$ cat src/rtl/countdown_timer_ctrl_pkg.sv
// Shared definitions for the countdown timer controller: FSM encoding,
// BCD digit limits and the preset clamp helper.
package countdown_timer_ctrl_pkg;

    typedef enum logic [1:0] {
        ST_IDLE  = 2'd0,
        ST_RUN   = 2'd1,
        ST_PAUSE = 2'd2,
        ST_DONE  = 2'd3
    } state_t;

    localparam logic [3:0]  DIG_MAX      = 4'd9;
    localparam logic [3:0]  SEC_TENS_MAX = 4'd5;
    localparam logic [11:0] LEDS_ON      = 12'hFFF;
    localparam logic [11:0] LEDS_OFF     = 12'h000;

    function automatic logic [3:0] clamp_digit(input logic [3:0] d, input logic [3:0] lim);
        logic [3:0] r;
        if (d > lim) begin
            r = lim;
        end else begin
            r = d;
        end
        return r;
    endfunction

endpackage

$ cat src/rtl/countdown_timer_ctrl_if.sv
// Front-end bus of the countdown timer: pulses and presets in, BCD digits
// and status out.
interface countdown_timer_ctrl_if;
    logic        tick;
    logic        start_pause;
    logic        load;
    logic [7:0]  preset_min;
    logic [7:0]  preset_sec;
    logic [3:0]  q_out0;
    logic [3:0]  q_out1;
    logic [3:0]  q_out2;
    logic [3:0]  q_out3;
    logic        running;
    logic        stop;
    logic [11:0] all_leds;

    modport master (
        output tick, start_pause, load, preset_min, preset_sec,
        input  q_out0, q_out1, q_out2, q_out3, running, stop, all_leds
    );

    modport slave (
        input  tick, start_pause, load, preset_min, preset_sec,
        output q_out0, q_out1, q_out2, q_out3, running, stop, all_leds
    );
endinterface

$ cat src/rtl/countdown_timer_ctrl_bcd_digit_down.sv
// One BCD down-counting digit with ripple borrow; wraps 0 -> MAX when a
// borrow arrives while enabled.
module bcd_digit_down #(
    parameter logic [3:0] MAX     = 4'd9,
    parameter logic [3:0] RST_VAL = 4'd0
) (
    input  logic       clk,
    input  logic       reset,
    input  logic       i_en,
    input  logic       i_borrow_in,
    input  logic       i_load,
    input  logic [3:0] i_load_val,
    output logic [3:0] o_q,
    output logic       o_borrow_out
);

    logic [3:0] r_q;

    // Digit register: reset, load, decrement-on-borrow, else hold
    always_ff @(posedge clk) begin
        if (reset) begin
            r_q <= RST_VAL;
        end else if (i_load) begin
            r_q <= i_load_val;
        end else if (i_en && i_borrow_in) begin
            r_q <= (r_q == 4'd0) ? MAX : (r_q - 4'd1);
        end else begin
            r_q <= r_q;
        end
    end

    assign o_q          = r_q;
    assign o_borrow_out = i_borrow_in && (r_q == 4'd0);

endmodule

$ cat src/rtl/countdown_timer_ctrl.sv
// mm:ss BCD countdown controller: IDLE/RUN/PAUSE/DONE FSM, preset clamp on
// load, and a four-digit ripple-borrow down-counter.
module countdown_timer_ctrl
    import countdown_timer_ctrl_pkg::*;
#(
    parameter logic [7:0] PRESET_MIN = 8'h01,
    parameter logic [7:0] PRESET_SEC = 8'h30
) (
    input  logic                    clk,
    input  logic                    reset,
    countdown_timer_ctrl_if.slave   bus
);

    state_t      r_state;
    state_t      w_next;
    logic [3:0]  w_q      [4];
    logic [3:0]  w_ld_val [4];
    logic [4:0]  w_borrow;
    logic        w_zero;
    logic        w_one;
    logic        w_dec;

    // The borrow chain seeded with 1 ripples out only when every digit is 0
    assign w_borrow[0] = 1'b1;
    assign w_zero      = w_borrow[4];
    assign w_one       = (w_q[3] == 4'd0) && (w_q[2] == 4'd0) &&
                         (w_q[1] == 4'd0) && (w_q[0] == 4'd1);

    assign w_dec = (r_state == ST_RUN) && bus.tick && !bus.start_pause &&
                   !bus.load && !w_zero;

    assign w_ld_val[0] = clamp_digit(bus.preset_sec[3:0], DIG_MAX);
    assign w_ld_val[1] = clamp_digit(bus.preset_sec[7:4], SEC_TENS_MAX);
    assign w_ld_val[2] = clamp_digit(bus.preset_min[3:0], DIG_MAX);
    assign w_ld_val[3] = clamp_digit(bus.preset_min[7:4], DIG_MAX);

    bcd_digit_down #(.MAX(DIG_MAX), .RST_VAL(PRESET_SEC[3:0])) u_dig0 (
        .clk(clk), .reset(reset), .i_en(w_dec), .i_borrow_in(w_borrow[0]),
        .i_load(bus.load), .i_load_val(w_ld_val[0]),
        .o_q(w_q[0]), .o_borrow_out(w_borrow[1])
    );

    bcd_digit_down #(.MAX(SEC_TENS_MAX), .RST_VAL(PRESET_SEC[7:4])) u_dig1 (
        .clk(clk), .reset(reset), .i_en(w_dec), .i_borrow_in(w_borrow[1]),
        .i_load(bus.load), .i_load_val(w_ld_val[1]),
        .o_q(w_q[1]), .o_borrow_out(w_borrow[2])
    );

    bcd_digit_down #(.MAX(DIG_MAX), .RST_VAL(PRESET_MIN[3:0])) u_dig2 (
        .clk(clk), .reset(reset), .i_en(w_dec), .i_borrow_in(w_borrow[2]),
        .i_load(bus.load), .i_load_val(w_ld_val[2]),
        .o_q(w_q[2]), .o_borrow_out(w_borrow[3])
    );

    bcd_digit_down #(.MAX(DIG_MAX), .RST_VAL(PRESET_MIN[7:4])) u_dig3 (
        .clk(clk), .reset(reset), .i_en(w_dec), .i_borrow_in(w_borrow[3]),
        .i_load(bus.load), .i_load_val(w_ld_val[3]),
        .o_q(w_q[3]), .o_borrow_out(w_borrow[4])
    );

    // FSM state register
    always_ff @(posedge clk) begin
        if (reset) begin
            r_state <= ST_IDLE;
        end else begin
            r_state <= w_next;
        end
    end

    // Next-state logic; load outranks start_pause, which outranks tick
    always_comb begin
        w_next = r_state;
        if (bus.load) begin
            w_next = ST_IDLE;
        end else begin
            case (r_state)
                ST_IDLE: begin
                    if (bus.start_pause) begin
                        w_next = w_zero ? ST_DONE : ST_RUN;
                    end else begin
                        w_next = ST_IDLE;
                    end
                end
                ST_RUN: begin
                    if (bus.start_pause) begin
                        w_next = ST_PAUSE;
                    end else if (bus.tick && (w_one || w_zero)) begin
                        w_next = ST_DONE;
                    end else begin
                        w_next = ST_RUN;
                    end
                end
                ST_PAUSE: begin
                    if (bus.start_pause) begin
                        w_next = ST_RUN;
                    end else begin
                        w_next = ST_PAUSE;
                    end
                end
                ST_DONE: begin
                    w_next = ST_DONE;
                end
                default: begin
                    w_next = ST_IDLE;
                end
            endcase
        end
    end

    assign bus.q_out0   = w_q[0];
    assign bus.q_out1   = w_q[1];
    assign bus.q_out2   = w_q[2];
    assign bus.q_out3   = w_q[3];
    assign bus.running  = (r_state == ST_RUN);
    assign bus.stop     = (r_state == ST_DONE);
    assign bus.all_leds = (r_state == ST_DONE) ? LEDS_ON : LEDS_OFF;

endmodule
$ cat src/flat_wrapper.sv
// flat-port wrapper written by rule: the top's interface ports become plain ports
module countdown_timer_ctrl_flat import countdown_timer_ctrl_pkg::*;
#(
    parameter logic [7:0] PRESET_MIN = 8'h01,
    parameter logic [7:0] PRESET_SEC = 8'h30
)
  (clk, reset, bus_tick, bus_start_pause, bus_load, bus_preset_min, bus_preset_sec, bus_q_out0, bus_q_out1, bus_q_out2, bus_q_out3, bus_running, bus_stop, bus_all_leds);
  countdown_timer_ctrl_if bus_i ();
  input  logic clk;
  input  logic reset;
  input wire logic [$bits(bus_i.tick)-1:0] bus_tick;
  input wire logic [$bits(bus_i.start_pause)-1:0] bus_start_pause;
  input wire logic [$bits(bus_i.load)-1:0] bus_load;
  input wire logic [$bits(bus_i.preset_min)-1:0] bus_preset_min;
  input wire logic [$bits(bus_i.preset_sec)-1:0] bus_preset_sec;
  output wire logic [$bits(bus_i.q_out0)-1:0] bus_q_out0;
  output wire logic [$bits(bus_i.q_out1)-1:0] bus_q_out1;
  output wire logic [$bits(bus_i.q_out2)-1:0] bus_q_out2;
  output wire logic [$bits(bus_i.q_out3)-1:0] bus_q_out3;
  output wire logic [$bits(bus_i.running)-1:0] bus_running;
  output wire logic [$bits(bus_i.stop)-1:0] bus_stop;
  output wire logic [$bits(bus_i.all_leds)-1:0] bus_all_leds;
  assign bus_i.tick = bus_tick;
  assign bus_i.start_pause = bus_start_pause;
  assign bus_i.load = bus_load;
  assign bus_i.preset_min = bus_preset_min;
  assign bus_i.preset_sec = bus_preset_sec;
  assign bus_q_out0 = bus_i.q_out0;
  assign bus_q_out1 = bus_i.q_out1;
  assign bus_q_out2 = bus_i.q_out2;
  assign bus_q_out3 = bus_i.q_out3;
  assign bus_running = bus_i.running;
  assign bus_stop = bus_i.stop;
  assign bus_all_leds = bus_i.all_leds;
  countdown_timer_ctrl #(.PRESET_MIN(PRESET_MIN), .PRESET_SEC(PRESET_SEC)) u_core (.clk(clk), .reset(reset), .bus(bus_i));
endmodule
$ cat config.mk
export PLATFORM = sky130hd
export DESIGN_NAME = countdown_timer_ctrl_flat
export DESIGN_NICKNAME = d
export VERILOG_FILES = /design/src/rtl/countdown_timer_ctrl_pkg.sv /design/src/rtl/countdown_timer_ctrl_if.sv /design/src/rtl/countdown_timer_ctrl_bcd_digit_down.sv /design/src/rtl/countdown_timer_ctrl.sv /design/src/flat_wrapper.sv
export SDC_FILE = /design/constraint.sdc
export NUM_CORES = 1
export LEC_CHECK = 0
export ABC_AREA = 1
export CAP_MARGIN = 30
export CORE_ASPECT_RATIO = 1.5
export CORE_MARGIN = 5
export CORE_UTILIZATION = 45
export DETAILED_ROUTE_END_ITERATION = 12
export GPL_TIMING_DRIVEN = 0
export MAX_ROUTING_LAYER = met4
export PLACE_DENSITY = 0.84
export RECOVER_POWER = 50
export SETUP_SLACK_MARGIN = 0.2
export SLEW_MARGIN = 15
export SYNTH_ARGS = -nofsm -noshare
export SYNTH_HDL_FRONTEND = slang
export SYNTH_SLANG_ARGS = --single-unit
$ cat constraint.sdc
create_clock -name clk -period 1.6 [get_ports clk]
set_clock_uncertainty 0.15 [all_clocks]
set_input_delay 0.4 -clock clk [delete_from_list [all_inputs] [get_ports clk]]
set_output_delay 0.4 -clock clk [all_outputs]
set_load 0.02 [all_outputs]
==> impl_metrics.env, run 1 <==
export IMPL_internal_power_uw=922.8
export IMPL_p_comb_share_pct=35.4
export IMPL_failed_checks="negative setup slack"
export IMPL_cts_tree="built"
export IMPL_ant_nets=0
export IMPL_slew_headroom_pct=60.26
export IMPL_sw_frac_of_total_pct=36.14
export IMPL_fin_cells=332
export IMPL_worstMarginPinSlew_ps=596.1
export IMPL_hold_viol=0
export IMPL_switchingPower_uw=522.3
export IMPL_h_tree_depth=1
export IMPL_grt_pass1_vias=1747
export IMPL_syn_cell_area_sq_um=1428
export IMPL_cts_buffer_depth=2
export IMPL_synth_nets=242
export IMPL_drv_cap=0
export IMPL_clock_latency_ps=270
export IMPL_initial_utilization_pct=46.10
export IMPL_status="complete, but fails checks"
export IMPL_gp_congestion=0.8119
export IMPL_wl_per_cell_um=16.26
export IMPL_routed_wl_um=5399
export IMPL_routed_via_density=5.467
export IMPL_power_frac_clock_pct=27.7
export IMPL_grt_pass1_wl_um=7631
export IMPL_drc_errors=0
export IMPL_syn_inst=221
export IMPL_die_y_um=78.99
export IMPL_avgSynthCellArea_sq_um=6.460
export IMPL_area_growth_pct=69.59
export IMPL_hpwl_um=2994
export IMPL_max_freq_mhz=578.2
export IMPL_io_buffers=49
export IMPL_finalPower_uw=1445
export IMPL_antenna_found_initial=0
export IMPL_crit_type="reg -> out"
export IMPL_cts_num_sinks=18
export IMPL_dieArea_sq_um=4422
export IMPL_num_rows=25
export IMPL_core_sq_um=3097
export IMPL_crit_required_ps=1050
export IMPL_drt_iter0_drc=69
export IMPL_dieWidth_um=55.99
export IMPL_ir_drop_v=0.0006110
export IMPL_cts_buffers=3
export IMPL_synthDistinctLibCells=33
export IMPL_place_inst=310
export IMPL_hp_class="in -> reg"
export IMPL_fin_ws_ps=-129.4
export IMPL_powerDensity_nw_per_um2=596.9
export IMPL_crit_arrival_ps=1180
export IMPL_clk_pin_slew_ps=70
export IMPL_startpoint_type="register"
export IMPL_p_leak_uw=0.001141
export IMPL_place_ws_ps=-384.4
export IMPL_grt_max_degree=11
export IMPL_pin_count=51
export IMPL_cts_hold_buf=0
export IMPL_drive_above_1_share_pct=51.37
export IMPL_overflow=0
export IMPL_seqPwrFrac_pct=36.9
export IMPL_min_period_over_period_pct=108.1
export IMPL_maxSlewViolCount=0
export IMPL_ys_ff_latch=18
export IMPL_rsz0062_at_grt="yes"
export IMPL_vias=1815
export IMPL_crit_fanout=6
export IMPL_endpoint_kind="output pin"
export IMPL_yosysWarnings=0
export IMPL_n_antenna_cell=0
export IMPL_setup_violations=17
export IMPL_synth_seq_area_share_pct=25.24
export IMPL_finalCriticalPeriod_ps=1729
export IMPL_cts_root_buf="clkbuf_8"
export IMPL_fin_nets=314
export IMPL_firstDrtPassIters=4
export IMPL_r2r_cells=10
export IMPL_holdPathStages=2
export IMPL_grt_total_usage_pct=22.19
[Yosys cell counts]
master	number	area, sq um
a21boi_0	1	7.510
a21boi_1	1	7.510
a21oi_1	16	80.08
a22oi_1	1	7.510
buf_2	1	5.000
buf_4	13	97.59
buf_6	1	11.26
clkbuf_1	3	11.26
clkinv_4	1	8.760
dfxtp_1	18	360.4
inv_1	24	90.09
inv_2	3	11.26
nand2_1	41	153.9
nand2_2	4	25.02
nand2_4	3	33.78
nand3_1	24	120.1
nand3_2	1	10.01
nand3_4	1	17.52
nand3b_1	1	7.510
nand4_1	1	6.260
nand4_4	1	21.27
nor2_1	31	116.4
nor2_2	3	18.77
nor2_4	3	33.78
nor2_8	1	20.02
nor3_1	1	5.000
o211ai_1	1	7.510
o211ai_4	1	21.27
o21ai_0	15	75.07
o221ai_1	1	8.760
o22ai_1	2	12.51
or2_2	1	6.260
xor2_1	1	8.760
[timing repair]
| action | CTS | global route |
|---|---|---|
| pin swaps | 16 | 19 |
| gates resized for setup | 178 | 50 |
| endpoints found under the setup margin | 46 | 41 |
| setup buffers | 13 | 4 |
| gates cloned | 1 | 0 |
[final cells by class]
class | count | area [sq um]
multi-input cells | 157 | 1035
fillers | 196 | 675.6
repair buffers | 66 | 593.1
flip-flops and latches | 18 | 400.4
plain buffers | 18 | 153.9
inverters | 28 | 126.4
clock buffers | 4 | 55.05
well taps | 40 | 50.05
repair inverters | 1 | 7.507
[power by group through the flow]
| stage | Combinational, uW | Clock [uW] | Sequential (uW) |
|---|---|---|---|
| 3_3_place_gp | 417 | 0 | 535 |
| 3_5_place_dp | 423 | 0 | 536 |
| 5_1_grt | 550 | 431 | 536 |
| 2_1_floorplan | 231 | 0 | 565 |
| 4_1_cts | 438 | 391 | 526 |
| 6_report | 511 | 401 | 533 |
[metal layers]
metal,up-vias,global-route usage [%],share of wire (%)
met5,-,-,0
met2,78,42.62,56
met1,864,20.73,34
met3,19,5.528,5.8
li1,854,-,-
met4,0,8.551,3.7
[flip-flops by register name, summed over array words and instances (netlist names), named ones only]
name               cells
u_core.r_state         1
u_core.u_dig1.o_q      4
u_core.u_dig3.o_q      4
u_core.u_dig2.o_q      4
u_core.u_dig0.o_q      4
[worst paths after layout]
path | endpoint | from | slack (ps)
setup / recovery | bus_all_leds[0] | u_core.r_state[1] | -130
hold / removal | register | bus_start_pause | 340
setup reg to reg | u_core.u_dig0.o_q[3] | u_core.u_dig0.o_q[0] | -20
hold reg to reg | u_core.u_dig0.o_q[0] | u_core.u_dig0.o_q[0] | 390
[worst max-delay path, cell delays in order, from the launching register on]
cell and delay [ps]:
dfxtp_2 350, nand2_4 100, clkinvlp_4 180, buf_6 160, buf_6 120
[cell families after synthesis]
kind of cell / Yosys count / share of synthesized area (%)
simple gates: 117 / 41.72
flops: 18 / 25.24
compound gates: 39 / 15.95
xor+xnor: 1 / 0.6136
buf+inv: 46 / 16.48
[metrics by stage]
step / cell area [sq um] / utilization [%] / hold WS (ps) / TNS [ps]
after global routing: 2421 / 78.18 / 340.4 / -2890
after global placement: 2034 / 65.70 / 344.2 / -8683
after CTS: 2223 / 71.80 / 336.3 / -937.8
final: 2421 / 78.18 / 341.2 / -1484
after detailed placement: 2034 / 65.70 / 363.0 / -8875
after floorplan: 1494 / - / 331.9 / 0
[cells in the final DEF (no fill, tap or decap), types with 2 or more instances in the layout]
cell,instances
nand2_2,10
o21ai_0,13
inv_4,2
nand3_1,14
buf_4,35
dfxtp_2,11
nor2_4,9
nand3_4,4
a21oi_2,5
clkbuf_1,2
inv_1,16
buf_6,19
nand2_1,30
clkinvlp_4,2
clkbuf_8,4
buf_2,6
o22ai_1,2
nand2_4,7
clkdlybuf4s50_1,17
buf_12,2
nor2_1,26
a21oi_1,11
nor2_2,2
dfxtp_4,7
inv_2,8
nand3_2,8
dlygate4sd2_1,2
(Power assumes the default switching activity.)
==> run 2, diff against run 1 <==
--- a/config.mk
+++ b/config.mk
@@ -6,16 +6,18 @@
 export NUM_CORES = 1
 export LEC_CHECK = 0
 export ABC_AREA = 1
+export ABC_CLOCK_PERIOD_IN_PS = 1600
 export CAP_MARGIN = 30
 export CORE_ASPECT_RATIO = 1.5
 export CORE_MARGIN = 5
-export CORE_UTILIZATION = 45
+export CORE_UTILIZATION = 50
 export DETAILED_ROUTE_END_ITERATION = 12
+export DONT_BUFFER_PORTS = 1
 export GPL_TIMING_DRIVEN = 0
 export MAX_ROUTING_LAYER = met4
-export PLACE_DENSITY = 0.84
+export PLACE_DENSITY = 0.69
 export RECOVER_POWER = 50
-export SETUP_SLACK_MARGIN = 0.2
+export SETUP_SLACK_MARGIN = 0.4
 export SLEW_MARGIN = 15
 export SYNTH_ARGS = -nofsm -noshare
 export SYNTH_HDL_FRONTEND = slang
==> impl_metrics.env, run 2 (synthesized netlist as in run 1, its figures left out) <==
export IMPL_powerDensity_nw_per_um2=655.9
export IMPL_firstDrtPassIters=4
export IMPL_worstMarginPinSlew_ps=586.1
export IMPL_routed_via_density=5.558
export IMPL_wl_per_cell_um=15.08
export IMPL_drive_above_1_share_pct=41.84
export IMPL_cts_buffers=3
export IMPL_drv_cap=0
export IMPL_grt_pass1_vias=1465
export IMPL_setup_violations=16
export IMPL_cts_buffer_depth=2
export IMPL_finalPower_uw=1263
export IMPL_crit_required_ps=1050
export IMPL_cts_tree="built"
export IMPL_hpwl_um=2842
export IMPL_crit_fanout=8
export IMPL_failed_checks="negative setup slack"
export IMPL_fillers=239
export IMPL_grt_pass1_wl_um=6168
export IMPL_fin_nets=261
export IMPL_cts_hold_buf=0
export IMPL_cts_num_sinks=18
export IMPL_design_area_sq_um=1926
export IMPL_drc_errors=0
export IMPL_wl_met2_um=2352
export IMPL_dieArea_sq_um=4046
export IMPL_pin_count=51
export IMPL_startpoint_type="register"
export IMPL_gp_congestion=0.8539
export IMPL_clk_pin_slew_ps=70
export IMPL_rsz0062_at_grt="yes"
export IMPL_num_rows=23
export IMPL_status="complete, but fails checks"
export IMPL_final_common_cell="nand2_1"
export IMPL_routed_wl_um=4162
export IMPL_drt_iter0_drc=34
export IMPL_area_growth_pct=34.88
export IMPL_clock_latency_ps=260
export IMPL_overflow=0
export IMPL_max_freq_mhz=583.2
export IMPL_ant_nets=0
export IMPL_grt_max_degree=11
export IMPL_mostFrequentLayoutCells="nand2_1 (32), nor2_1 (25), inv_1 (19), nand3_1 (19)"
export IMPL_met3_length_um=242
export IMPL_finalCriticalPeriod_ps=1715
export IMPL_maxSlewViolCount=0
export IMPL_ir_drop_v=0.0005238
export IMPL_fin_tns_setup_ps=-1074
export IMPL_cts_root_buf="clkbuf_8"
export IMPL_antenna_found_initial=0
export IMPL_dieWidth_um=53.63
export IMPL_p_leak_uw=0.0008703
export IMPL_io_buffers=0
export IMPL_slew_headroom_pct=60.92
export IMPL_endpoint_kind="output pin"
export IMPL_fin_ws_ps=-114.8
export IMPL_die_y_um=75.45
export IMPL_n_antenna_cell=0
export IMPL_hp_class="in -> reg"
export IMPL_min_period_over_period_pct=107.2
export IMPL_hold_viol=0
export IMPL_grt_total_usage_pct=20.83
export IMPL_crit_arrival_ps=1160
export IMPL_initial_utilization_pct=52.78
export IMPL_crit_type="reg -> out"
export IMPL_vias=1534
export IMPL_core_sq_um=2705
export IMPL_drt_met1_wl_um=1487
export IMPL_place_area_sq_um=1556
export IMPL_top_layer="met4"
export IMPL_h_tree_depth=1
export IMPL_fin_util_pct=71.18
## run 2: worst paths after layout
check | start | to | slack [ps] | depth (start not counted)
worst max-delay path | u_core.r_state[1] | bus_all_leds[2] | -110 | 3
worst min-delay path | bus_start_pause | register | 70 | 1
worst max register to register | u_core.u_dig1.o_q[1] | u_core.u_dig1.o_q[0] | -30 | 8
worst min register to register | u_core.u_dig3.o_q[3] | u_core.u_dig3.o_q[3] | 410 | 2
## run 2: through the flow
step | hold WS (ps) | setup WS, ps | cells
after floorplan | 331.9 | 157.1 | 221
after detailed placement | 336.8 | 17.06 | 258
final | 67.35 | -114.8 | 276
after CTS | 58.75 | -113.0 | 271
after global routing | 55.59 | -167.8 | 276
after global placement | 333.7 | 25.32 | 258
## run 2: power breakdown
part           internal, uW  total, uW  switching [uW]
Sequential              477        567            89.6
Clock                   177        337             160
Combinational           146        359             213
## run 2: final cells by class
type	count	area [sq um]	share of cell area, %
repair inverters	1	7.507	0.3899
clock buffers	4	45.04	2.339
well taps	37	46.29	2.404
flip-flops and latches	18	395.4	20.53
inverters	28	126.4	6.563
plain buffers	18	180.2	9.357
repair buffers	13	126.4	6.563
multi-input cells	157	998.5	51.85
## run 2: per-layer routing
metal	up-vias	track usage, %
met2	65	39.15
met5	-	-
met4	0	7.386
met1	723	21.01
li1	734	-
met3	12	3.523
## run 2: worst max-delay path, cell delays in order, from the launching register on
cell	delay [ps]
dfxtp_2	340
nand2_4	80
clkinvlp_4	250
buf_6	230
## run 2: timing repair
| item | in CTS | in global routing |
|---|---|---|
| resized for setup | 59 | 13 |
| setup endpoints to repair | 47 | 47 |
| cloned | 1 | 0 |
| pin swaps | 17 | 9 |
| buffers inserted | 8 | 5 |
==> edit 1, RTL diff (flow settings as in run 1) <==
Encoding of `state_t`: now one-hot (4 bits for 4 states).
--- a/src/rtl/countdown_timer_ctrl_pkg.sv
+++ b/src/rtl/countdown_timer_ctrl_pkg.sv
@@ -3,9 +3,9 @@
 package countdown_timer_ctrl_pkg;
 
-    typedef enum logic [1:0] {
-        ST_IDLE  = 2'd0,
-        ST_RUN   = 2'd1,
-        ST_PAUSE = 2'd2,
-        ST_DONE  = 2'd3
+    typedef enum logic [3:0] {
+        ST_IDLE  = 4'b0001,
+        ST_RUN   = 4'b0010,
+        ST_PAUSE = 4'b0100,
+        ST_DONE  = 4'b1000
     } state_t;
 
Formal check against the unedited RTL: no difference found for any inputs over 10 cycles, from zero or initial values and one cycle with reset high; not proved beyond that.
==> edit 1 against run 1 <==
- final area increased by 0.98%
- setup slack got worse by 0.090 ns
- via count decreased by 2.3%
- sequential power increased by 7.5%
- sequential share of layout area increased by 1.2 points
- routed wire length decreased by 17%
- critical endpoint is now bus_all_leds[9]
- synthesized cell count increased by 6.3%
- sequential cell count increased by 2
- highest routed layer unchanged
- total power decreased by 0.67%
- synthesized area increased by 5.4%
- the flow still finishes with violations (setup timing)
==> edit 1: results (changes against run 1) <==
{| class="wikitable"
! Metric !! Value
|-
| Cell depth of the worst hold path || 3 (+1)
|-
| Final weighted congestion in routability-driven placement || 0.843 (+3.8%)
|-
| Setup violators final || 15 (-2)
|-
| Data arrival time at the worst-slack endpoint || 1.27 ns (+0.09 ns)
|-
| Share of final-layout standard cells stronger than drive strength 1 || 45.2% (-6.2 points)
|-
| Outcome || complete, but fails checks
|-
| Half-perimeter wire length after placement || 3110 µm (+3.8%)
|-
| Worst reg2reg path depth || 7 (-3)
|-
| Setup Total Neg Slack || -2.66 ns (-1.18 ns)
|-
| Leakage power total || 0.00114 µW (-0.21%)
|-
| Violations in the final reports || setup timing
|-
| Final wirelength || 4470 µm (-17%)
|-
| First drt pass iteration count || 6 (+2)
|-
| Comb. pwr || 467 µW (-8.6%)
|-
| Share of synthesized area occupied by flip-flops and latches || 26.6% (+1.4 points)
|-
| Final critical-path setup slack || -0.220 ns (-0.0904 ns)
|-
| Final cell count without fillers || 343 (+3.3%)
|-
| Largest vdd supply drop || 0.567 mV (-7.2%)
|-
| Slack of the worst reg-to-reg path || 0 ns (+0.02 ns)
|-
| Placed cell area || 2160 µm² (+6.2%)
|-
| Top cell types by occurrence after synthesis || 42 x nand2_1, 38 x nor2_1, 29 x inv_1
|-
| Instance count after placement with tap cells included || 325 (+4.8%)
|-
| Vias post-DR || 1774 (-2.3%)
|-
| Fill count || 229 (+17%)
|-
| Power in sequential cells || 573 µW (+7.5%)
|-
| Crit Reg-Reg Endpoint || u_core.r_state[3]
|-
| Mean instance size in the synthesized netlist || 6.41 µm² (-0.85%)
|-
| Worst reg2reg path startpoint || u_core.u_dig3.o_q[3]
|-
| Combinational Power Share || 32.5% (-2.9 points)
|-
| Mapped Area || 1510 µm² (+5.4%)
|-
| Critical-path top delay cell || dfxtp_1
|-
| Number of nets produced by synthesis || 256 (+5.8%)
|-
| Crit. Startpoint || u_core.r_state[3]
|-
| Post-Place Setup Slack || -0.557 ns (-0.173 ns)
|}
-- edit 1: repair_timing --
| item | 4_1_cts | 5_1_grt |
|---|---|---|
| resized for setup | 160 | 45 |
| buffers inserted | 5 | 8 |
| pin swaps | 5 | 10 |
| gates cloned | 1 | 0 |
| setup endpoints to repair | 50 | 40 |
-- edit 1: worst max path at each step --
| stage | to | slack [ns] | cells after the start |
|---|---|---|---|
| 3_5_place_dp | u_core.u_dig3.o_q[0] | -0.56 | 9 |
| 4_1_cts | bus_all_leds[0] | -0.20 | 5 |
| 2_1_floorplan | bus_all_leds[0] | 0.11 | 4 |
| 3_3_place_gp | u_core.u_dig3.o_q[2] | -0.53 | 9 |
| 5_1_grt | bus_all_leds[9] | -0.29 | 4 |
| 6_report | bus_all_leds[9] | -0.22 | 4 |
-- edit 1: per-layer routing --
metal | vias to the layer above | GRT usage [%] | wire length [µm]
met1 | 830 | 15.9 | 1580
met3 | 8 | 3.66 | 267
met4 | 0 | 7.66 | 62
met5 | - | - | 0
met2 | 54 | 38.4 | 2560
li1 | 882 | - | -
-- edit 1: cell type report --
cell class | count | area [µm²] | share of cell area (%)
sequential | 20 | 434 | 17.8
multi-input combinational | 167 | 1050 | 43.0
buffer | 17 | 156 | 6.40
timing repair buffer | 63 | 566 | 23.1
clock buffer | 4 | 55.1 | 2.25
inverter | 31 | 124 | 5.07
timing repair inverter | 1 | 7.51 | 0.307
tap | 40 | 50.0 | 2.05
-- edit 1: logic make-up (layout without fill, tap and decap cells) --
group,count (synthesis),after routing,synth area share (%)
buffers and inverters,48,116,15.5
AND/OR/NAND/NOR,129,129,43.1
AO/OA/AOI/OAI,36,36,13.7
flip-flops,20,20,26.6
XOR/XNOR,2,2,1.16
==> edit 2, RTL diff (settings of run 1) <==
Made on the original files. `PRESET_SEC` is set to 8'h30 in 2 places; all go to 8'h20.
--- a/src/rtl/countdown_timer_ctrl.sv
+++ b/src/rtl/countdown_timer_ctrl.sv
@@ -5,5 +5,5 @@
 #(
     parameter logic [7:0] PRESET_MIN = 8'h01,
-    parameter logic [7:0] PRESET_SEC = 8'h30
+    parameter logic [7:0] PRESET_SEC = 8'h20
 ) (
     input  logic                    clk,
--- a/src/flat_wrapper.sv
+++ b/src/flat_wrapper.sv
@@ -3,5 +3,5 @@
 #(
     parameter logic [7:0] PRESET_MIN = 8'h01,
-    parameter logic [7:0] PRESET_SEC = 8'h30
+    parameter logic [7:0] PRESET_SEC = 8'h20
 )
   (clk, reset, bus_tick, bus_start_pause, bus_load, bus_preset_min, bus_preset_sec, bus_q_out0, bus_q_out1, bus_q_out2, bus_q_out3, bus_running, bus_stop, bus_all_leds);
Formal check against the unedited RTL: not equivalent (Yosys sat finds a counterexample within 4 cycles, from zero or initial values and one cycle with reset high).
==> edit 2 against run 1 <==
- the run still ends with setup timing left
- highest routed layer unchanged
- core utilization rose by 1.5 points
- maximum frequency fell by 3.4%
- total power rose by 2.9%
- synthesized area fell by 1.5%
- via count rose by 0.55%
- clock power rose by 3%
- sequential cell count did not move
- critical path type unchanged
- largest power group is now combinational logic
- final area rose by 1.9%
- setup slack got worse by 0.060 ns
- routed wire length fell by 2.7%
- largest cell class unchanged
==> edit 2: results (changes against run 1) <==
{| class="wikitable"
! Metric !! Value
|-
| Outcome || complete, but fails checks
|-
| Violations in the final reports || setup timing
|-
| Half-perimeter wire length after placement || 2930 µm (-2.3%)
|-
| Largest vdd supply drop || 0.495 mV (-19%)
|-
| Net count, final || 319 (+1.6%)
|-
| Final critical-path setup slack || -0.190 ns (-0.0602 ns)
|-
| Fill count || 202 (+3.1%)
|-
| Final wirelength || 5250 µm (-2.7%)
|-
| First-pass GRT wire length || 8140 µm (+6.7%)
|-
| Quantity of I/O buffers inserted on ports || 50 (+2.0%)
|-
| Top cell types by occurrence after synthesis || 43 x nand2_1, 28 x nor2_1, 23 x inv_1, 23 x nand3_1, 19 x a21oi_1
|-
| Gate count after technology mapping || 220 (-0.45%)
|-
| Synthesized-area fraction occupied by xor and xnor cells || 0.623% (+0.0093 points)
|-
| Number of nets produced by synthesis || 241 (-0.41%)
|-
| Synth area leaders || dfxtp_1 26%, nand2_1 11%, nand3_1 8.2%
|-
| Final weighted congestion in routability-driven placement || 0.804 (-0.95%)
|-
| Post-Place Setup Slack || -0.570 ns (-0.185 ns)
|-
| Distinct cells, synth || 32 (-3.0%)
|-
| Vias in the first global route || 1794 (+2.7%)
|-
| Net switching power of the design || 548 µW (+4.8%)
|-
| Violation count after the first detailed-route iteration || 101 (+46%)
|-
| Crit Reg-Reg Endpoint || u_core.u_dig0.o_q[0]
|-
| Leakage power total || 0.00118 µW (+3.3%)
|-
| Setup violators final || 29 (+12)
|-
| Capture point of the worst path || bus_all_leds[8]
|-
| Global-route usage over all layers || 23.8% (+1.7 points)
|-
| Vias/cell || 5.42 (-0.94%)
|-
| Share of synthesized area occupied by flip-flops and latches || 25.6% (+0.38 points)
|-
| Slack of the worst reg-to-reg path || -0.12 ns (-0.10 ns)
|-
| Data arrival time at the worst-slack endpoint || 1.24 ns (+0.06 ns)
|-
| Path type of the worst min-delay path || reg2reg
|-
| Relative slew slack || 76.5% (+16 points)
|}
edit 2: cell types whose count changed in the layout (fill, tap and decap cells not counted), moves of 3 or more:
| cell | change |
|---|---|
| buf_6 | +12 |
| buf_4 | -8 |
| o21ai_0 | -5 |
| inv_1 | +4 |
| nand3_1 | -4 |
| nand3_2 | +4 |
| a21oi_2 | +3 |
| buf_2 | +3 |
| dfxtp_2 | -3 |
| nand2_1 | +3 |
| nand2_2 | -3 |
edit 2: worst min-delay path by stage:
stage / from / endpoint / cells past startpoint
floorplan: reset / u_core.u_dig0.o_q[1] / 1
global placement: u_core.u_dig1.o_q[3] / u_core.u_dig1.o_q[3] / 2
detailed placement: u_core.u_dig1.o_q[3] / u_core.u_dig1.o_q[3] / 2
CTS: u_core.u_dig1.o_q[3] / u_core.u_dig1.o_q[3] / 2
global route: u_core.u_dig1.o_q[3] / u_core.u_dig1.o_q[3] / 2
finish: u_core.u_dig1.o_q[3] / u_core.u_dig1.o_q[3] / 2
edit 2: final cells by class:
class                   instances  area, µm²  area share [%]
well taps                      40       50.0            2.03
inverters                      31        125            5.07
repair inverters                1       7.51           0.304
repair buffers                 72        651            26.4
multi-input cells             154       1020            41.5
flip-flops and latches         18        400            16.2
plain buffers                  17        155            6.29
clock buffers                   4       55.1            2.23
edit 2: cells by family (layout without fill, tap and decap cells):
group           count (synthesis)  in the layout
buf+inv                        48            125
xor+xnor                        1              1
compound gates                 40             40
simple gates                  113            113
flops                          18             18
edit 2: routing by layer:
metal / track usage [%] / vias to the layer above / wire, µm
met5: - / - / 0
met4: 13.6 / 0 / 189
met3: 2.80 / 19 / 340
met2: 45.4 / 100 / 3010
met1: 22.7 / 849 / 1720
li1: - / 857 / -
edit 2: power groups by stage:
stage          logic, µW  clock network (µW)  registers, µW
5_1_grt              586                 425            535
3_5_place_dp         444                   0            540
6_report             545                 412            529
4_1_cts              489                 406            529
2_1_floorplan        244                   0            570
3_3_place_gp         438                   0            539
edit 2: tightest hold or removal path, stage by stage (launching register included):
cell     delay [ns]
dfxtp_2        0.36
nand3_2        0.08
inv_1          0.04
edit 2: metrics by stage:
stage,setup TNS (ns),total power (µW),area (µm²),hold slack [ns]
2_1_floorplan,0,815,1480,0.312
5_1_grt,-4.98,1550,2470,0.375
3_5_place_dp,-12.81,984,2030,0.344
3_3_place_gp,-12.55,978,2030,0.333
4_1_cts,-2.27,1420,2350,0.335
6_report,-3.05,1490,2470,0.356
edit 2: timing repair:
action,CTS,global route
gates cloned,1,0
hold buffers,0,0
setup endpoints to repair,48,44
gates resized for setup,201,31
buffers inserted,18,4
pin swaps,18,11
